File: config.mk
export PLATFORM = sky130hd
export DESIGN_NAME = alloc_arbiter
export DESIGN_NICKNAME = d
export VERILOG_FILES = /design/src/rtl/alloc_arbiter.sv
export SDC_FILE = /design/constraint.sdc
export NUM_CORES = 1
export LEC_CHECK = 0
export CORE_MARGIN = 5
export CORE_UTILIZATION = 36
export CTS_CLUSTER_DIAMETER = 200
export DETAILED_ROUTE_END_ITERATION = 12
export GPL_TIMING_DRIVEN = 1
export MAX_ROUTING_LAYER = met4
export PLACE_DENSITY = 0.89
export SLEW_MARGIN = 5
export SYNTH_ARGS = -nofsm -noshare
export SYNTH_HDL_FRONTEND = slang
export SYNTH_SLANG_ARGS = --single-unit
File: constraint.sdc
create_clock -name i_clk -period 6.12 [get_ports i_clk]
set_input_delay 1.836 -clock i_clk [delete_from_list [all_inputs] [get_ports i_clk]]
set_output_delay 1.836 -clock i_clk [all_outputs]
set_load 0.1 [all_outputs]
File: src/rtl/alloc_arbiter.sv
// alloc_arbiter: shares one linked-memory allocator between two requesters.
// Round-robin grant per cycle, one-stage response pipeline, per-port ack.
// Optional per-port allocation quota, built when ALLOC_ARB_QUOTA_EN is defined.
module alloc_arbiter #(
    parameter int QUOTA = 16,
    parameter int CW    = 5
) (
    input  logic        i_clk,
    input  logic        i_rst,
    // requester A
    input  logic        i_req_a,
    input  logic [1:0]  i_op_a,
    input  logic [15:0] i_addr_a,
    input  logic [15:0] i_data_a,
    output logic        o_gnt_a,
    output logic        o_ack_a,
    // requester B
    input  logic        i_req_b,
    input  logic [1:0]  i_op_b,
    input  logic [15:0] i_addr_b,
    input  logic [15:0] i_data_b,
    output logic        o_gnt_b,
    output logic        o_ack_b,
    // shared response
    output logic        o_err,
    output logic [15:0] o_result,
    // allocator alloc port
    output logic        o_al,
    output logic [15:0] o_adata,
    input  logic [15:0] i_aaddr,
    // allocator free port
    output logic        o_fr,
    output logic [15:0] o_faddr,
    // allocator write port
    output logic        o_wr,
    output logic [15:0] o_waddr,
    output logic [15:0] o_wdata,
    // allocator read port
    output logic        o_rd,
    output logic [15:0] o_raddr,
    input  logic [15:0] i_rdata
);

    localparam logic [1:0] OP_RD = 2'b00;
    localparam logic [1:0] OP_WR = 2'b01;
    localparam logic [1:0] OP_AL = 2'b10;
    localparam logic [1:0] OP_FR = 2'b11;

    // The counters must be able to hold QUOTA itself.
    if (QUOTA < 0 || (2 ** CW) <= QUOTA) begin : g_bad_cfg
        $error("alloc_arbiter: CW too narrow for QUOTA");
    end

    logic        prio;      // 0 = A wins a tie, 1 = B wins a tie
    logic        gnt_a;
    logic        gnt_b;
    logic        gnt;
    logic        sel_b;     // granted port (only meaningful when gnt)
    logic [1:0]  op;
    logic [15:0] addr;
    logic [15:0] data;
    logic        reject;    // granted op refused by quota
    logic        issue;     // granted op forwarded to the allocator

    // response pipeline stage
    logic        vld_q;
    logic        port_q;
    logic [1:0]  op_q;
    logic        err_q;
    logic        live;

    // Round-robin arbitration; grants are held low while in reset.
    always_comb begin
        gnt_a = !i_rst && i_req_a && (!i_req_b || !prio);
        gnt_b = !i_rst && i_req_b && (!i_req_a ||  prio);
    end

    assign gnt     = gnt_a || gnt_b;
    assign sel_b   = gnt_b;
    assign o_gnt_a = gnt_a;
    assign o_gnt_b = gnt_b;

    // Mux the granted port's operation fields.
    always_comb begin
        op   = sel_b ? i_op_b   : i_op_a;
        addr = sel_b ? i_addr_b : i_addr_a;
        data = sel_b ? i_data_b : i_data_a;
    end

`ifdef ALLOC_ARB_QUOTA_EN
    logic [CW-1:0] cnt_a;
    logic [CW-1:0] cnt_b;
    logic [CW-1:0] cnt_sel;

    // Refuse an alloc at the quota ceiling or a free with nothing held.
    always_comb begin
        cnt_sel = sel_b ? cnt_b : cnt_a;
        reject  = gnt && (((op == OP_AL) && (cnt_sel == CW'(QUOTA))) ||
                          ((op == OP_FR) && (cnt_sel == '0)));
    end

    // Track cells held per port; updated at the grant edge.
    always_ff @(posedge i_clk) begin
        if (i_rst) begin
            cnt_a <= '0;
            cnt_b <= '0;
        end else if (issue) begin
            if (op == OP_AL) begin
                if (sel_b) cnt_b <= cnt_b + 1'b1;
                else       cnt_a <= cnt_a + 1'b1;
            end else if (op == OP_FR) begin
                if (sel_b) cnt_b <= cnt_b - 1'b1;
                else       cnt_a <= cnt_a - 1'b1;
            end
        end
    end
`else
    assign reject = 1'b0;
`endif

    assign issue = gnt && !reject;

    // Drive exactly one allocator strobe for a forwarded op; idle fields stay zero.
    always_comb begin
        o_rd    = 1'b0;
        o_raddr = 16'h0000;
        o_wr    = 1'b0;
        o_waddr = 16'h0000;
        o_wdata = 16'h0000;
        o_al    = 1'b0;
        o_adata = 16'h0000;
        o_fr    = 1'b0;
        o_faddr = 16'h0000;
        if (issue) begin
            case (op)
                OP_RD: begin
                    o_rd    = 1'b1;
                    o_raddr = addr;
                end
                OP_WR: begin
                    o_wr    = 1'b1;
                    o_waddr = addr;
                    o_wdata = data;
                end
                OP_AL: begin
                    o_al    = 1'b1;
                    o_adata = data;
                end
                default: begin
                    o_fr    = 1'b1;
                    o_faddr = addr;
                end
            endcase
        end
    end

    // Flip the tie-break pointer after every grant; hold it when idle.
    always_ff @(posedge i_clk) begin
        if (i_rst)    prio <= 1'b0;
        else if (gnt) prio <= !sel_b;
    end

    // Capture the granted op so its response lines up with allocator data.
    always_ff @(posedge i_clk) begin
        if (i_rst) begin
            vld_q  <= 1'b0;
            port_q <= 1'b0;
            op_q   <= OP_RD;
            err_q  <= 1'b0;
        end else begin
            vld_q  <= gnt;
            port_q <= sel_b;
            op_q   <= op;
            err_q  <= reject;
        end
    end

    // An op granted just before reset finishes at the allocator, but its ack
    // is swallowed while reset is high.
    assign live    = vld_q && !i_rst;
    assign o_ack_a = live && !port_q;
    assign o_ack_b = live &&  port_q;
    assign o_err   = live && err_q;

    // Result is only defined for a successful alloc or read.
    always_comb begin
        o_result = 16'h0000;
        if (live && !err_q) begin
            case (op_q)
                OP_AL:   o_result = i_aaddr;
                OP_RD:   o_result = i_rdata;
                default: o_result = 16'h0000;
            endcase
        end
    end

endmodule

==> summary.txt <==
Placed design
  – Hpwl dp: 9.59 mm
  – Port buffer count: 207
  – Area after DPL: 0.00550 mm^2
  – GPL Wtd Cong: 0.817

Synthesis
  – Post-synth cell types: 29
  – Ys Warns: 0
  – Synth Instances: 375
  – Syn Area/Cell: 6.66 um^2
  – Synth Area in XOR/XNOR: 0%
  – #FFs+latches synth: 5
  – Area share of and/or/nand/nor cells after synthesis: 34.0%
  – Seq/Total Area, Yosys: 4.01%
  – Synth Area in Compound Gates: 43.0%
  – Largest family of logic cells by synthesized area: compound AO/OA/AOI/OAI gates
  – Syn_nets: 479
  – Mux cell area share after synthesis: 6.42%
  – Synthesized-area fraction occupied by adder cells: 0%
  – Synthesized area: 0.00250 mm^2

Die
  – Die Height: 93.3 um
  – Initial Util: 36.9%
  – Die area: 0.00870 mm^2
  – Die width: 93.3 um
  – IO Pins: 209
  – Placement Rows: 30
  – Core ar.: 0.00676 mm^2

Timing
  – Final Hold Fails: 0
  – Max Clk Rate: 171 MHz
  – Setup Viol. Count Final: 0
  – Clock skew: 0.00528 ns
  – Slew HR: 32.7%
  – Slew @ Worst Pin: 1.01 ns
  – RSZ-0062 raised after global routing: no
  – Final Cycle Share: 95.5%
  – Tmin final: 5.84 ns
  – Fin. max-slew vios: 0

Finish
  – Layout overhead on the synthesized area: 122%
  – Fill cell count: 399
  – Fin area: 0.00555 mm^2
  – Layout cells sized above 1: 31.6%
  – Register Area: 100 um^2
  – Multi-input logic area: 0.00228 mm^2
  – Most common cell after layout, fill and taps aside: clkdlybuf4s50_1
  – Ant. Diodes: 0
  – # nets final: 637
  – Commonest non-fill, non-tap cells in the layout: clkdlybuf4s50_1 (100), buf_12 (89), a211oi_1 (50)

Clocking
  – Post_cts resized: 0
  – Total setup buffers inserted after CTS: 0
  – H-tree Lvls: 1
  – Latest clock arrival within the worst-skew pair: 0.23 ns
  – CTS Hold Bufs: 0
  – Sinks on Clock Net: 5
  – Worst-path clk slew: 0.04 ns
  – CTS tree: done
  – CTS Buf Count: 3
  – Clk buf depth: 2
  – CTS Root Cell: clkbuf_8

Outcome
  – Outcome: finished, final reports clean

Worst setup path
  – CP max-delay cell: clkdlybuf4s50_1
  – Worst setup EP type: primary output
  – Reg-to-reg critical path endpoint: op_q[1]
  – Critical Path AT: 4.01 ns
  – Required arrival time at the worst endpoint: 4.28 ns
  – Reg2Reg Launch Point: prio
  – R2r worst-path depth: 4
  – CP Launch Point: i_req_b
  – Critical path type: in2out
  – Cell mode on critical path: buf_12
  – Critical Path Max Stage Delay: 0.67 ns
  – CP cell instances: clkdlybuf4s50_1 -> inv_2 -> o32a_2 -> buf_12 -> a211oi_1 -> buf_12
  – Worst-path fanout max: 40
  – Critical Path Source Type: primary input
  – R2r setup slk: 4.85 ns

Pwr
  – Total power draw: 0.581 mW
  – Worst vdd ir: 0.0547 mV
  – P_leak: 1.76 nW
  – Power per Cell Area: 105 mW/mm^2

Global routing
  – Global-route wire length before repair: 20.5 mm
  – Grt total ovfl: 0
  – Largest net degree at the start of global routing: 66
  – Vias in the first global route: 4033
  – GRT Util Overall: 29.3%
  – Initial antenna violation count: 0

Run
  – Max Cap Violations: 0

Detailed routing
  – Routed vias: 4018
  – Vias/cell: 6.57
  – DRT Pass-1 Iters: 5
  – Initial DRC count: 249
  – Routed WL: 13.2 mm
  – Remaining antenna violation count: 0
  – Routed WL per cell: 21.5 um
  – DR DRC count: 0

Worst hold path
  – Hold endpoint: prio
  – Hold Path Stages: 2
  – HP Class: reg2reg
  – Worst hold start: prio
## state kept, by name, indices dropped and copies added, names as in the netlist
signal,flops
prio,1
port_q,1
vld_q,1
op_q,2
## logic make-up (layout without fill, tap and decap cells)
kind of cell	Yosys count	after routing
compound gates	154	154
mux	16	16
buf+inv	69	226
flops	5	5
other cells	1	1
simple gates	130	130
## final cells by class
type | count | area share (%)
Sequential cell | 5 | 1.80
Multi-Input combinational cell | 301 | 41.2
Tap cell | 80 | 1.80
Clock inverter | 1 | 0.0902
Clock buffer | 3 | 0.744
Timing Repair Buffer | 220 | 54.3
Inverter | 2 | 0.135
## metrics by stage
stage                     util (%)  setup TNS, ns  hold WS, ns  worst slack, ns  instances
after global placement        81.4              0        0.554            0.411        608
after detailed placement      81.4              0        0.578            0.311        608
after global routing          82.1              0        0.610            0.152        612
final                         82.1              0        0.588            0.277        612
after floorplan                  -         -27.44        0.475           -0.564        375
after CTS                     82.1              0        0.590            0.304        612
## report_power, final
part           total (mW)  switching, mW  internal (mW)
clock network      0.0644         0.0203         0.0441
logic               0.477          0.302          0.175
registers          0.0399        0.00489         0.0350
## layer usage
| metal | wire length (um) | vias up | global-route usage [%] |
|---|---|---|---|
| met5 | 0 | - | - |
| met4 | 435 | 0 | 9.65 |
| met3 | 1300 | 36 | 6.60 |
| met2 | 6650 | 262 | 51.5 |
| met1 | 4780 | 1909 | 32.8 |
| li1 | - | 1811 | - |
## how the worst max path moves through the flow
stage	endpoint	slack, ns	cells after the start
finish	o_waddr[7]	0.28	6
global route	o_waddr[7]	0.15	6
CTS	o_waddr[7]	0.30	6
detailed placement	o_waddr[7]	0.31	6
global placement	o_waddr[14]	0.41	6
floorplan	o_waddr[10]	-0.56	5
## critical path, delay by kind of cell
family | cells | cell delay, ns
AOI/OAI and AO/OA | 2 | 0.96
buffers and inverters | 4 | 1.20
## cells in the mapped netlist (all sizes together)
| master | instances | area [um^2] |
|---|---|---|
| nor2 | 22 | 82.6 |
| o32a | 1 | 10.0 |
| nand4b | 32 | 280 |
| nand2b | 2 | 12.5 |
| nand4 | 32 | 200 |
| nand3 | 2 | 10.0 |
| mux2i | 16 | 160 |
| or3b | 1 | 8.76 |
| inv | 2 | 7.50 |
| nor3b | 1 | 7.51 |
| dfxtp | 5 | 100 |
| and3b | 1 | 8.76 |
| nor2b | 34 | 213 |
| a211oi | 83 | 623 |
| o211ai | 32 | 240 |
| and4bb | 1 | 12.5 |
| buf | 29 | 160 |
| o21ai | 34 | 170 |
| nand2 | 1 | 3.75 |
| conb | 1 | 3.75 |
| a21bo | 1 | 10.0 |
| o22a | 1 | 8.76 |
| clkbuf | 38 | 143 |
| a21oi | 2 | 10.0 |
| nor4bb | 1 | 10.0 |
Note: power is estimated with default switching activity, not from simulation.
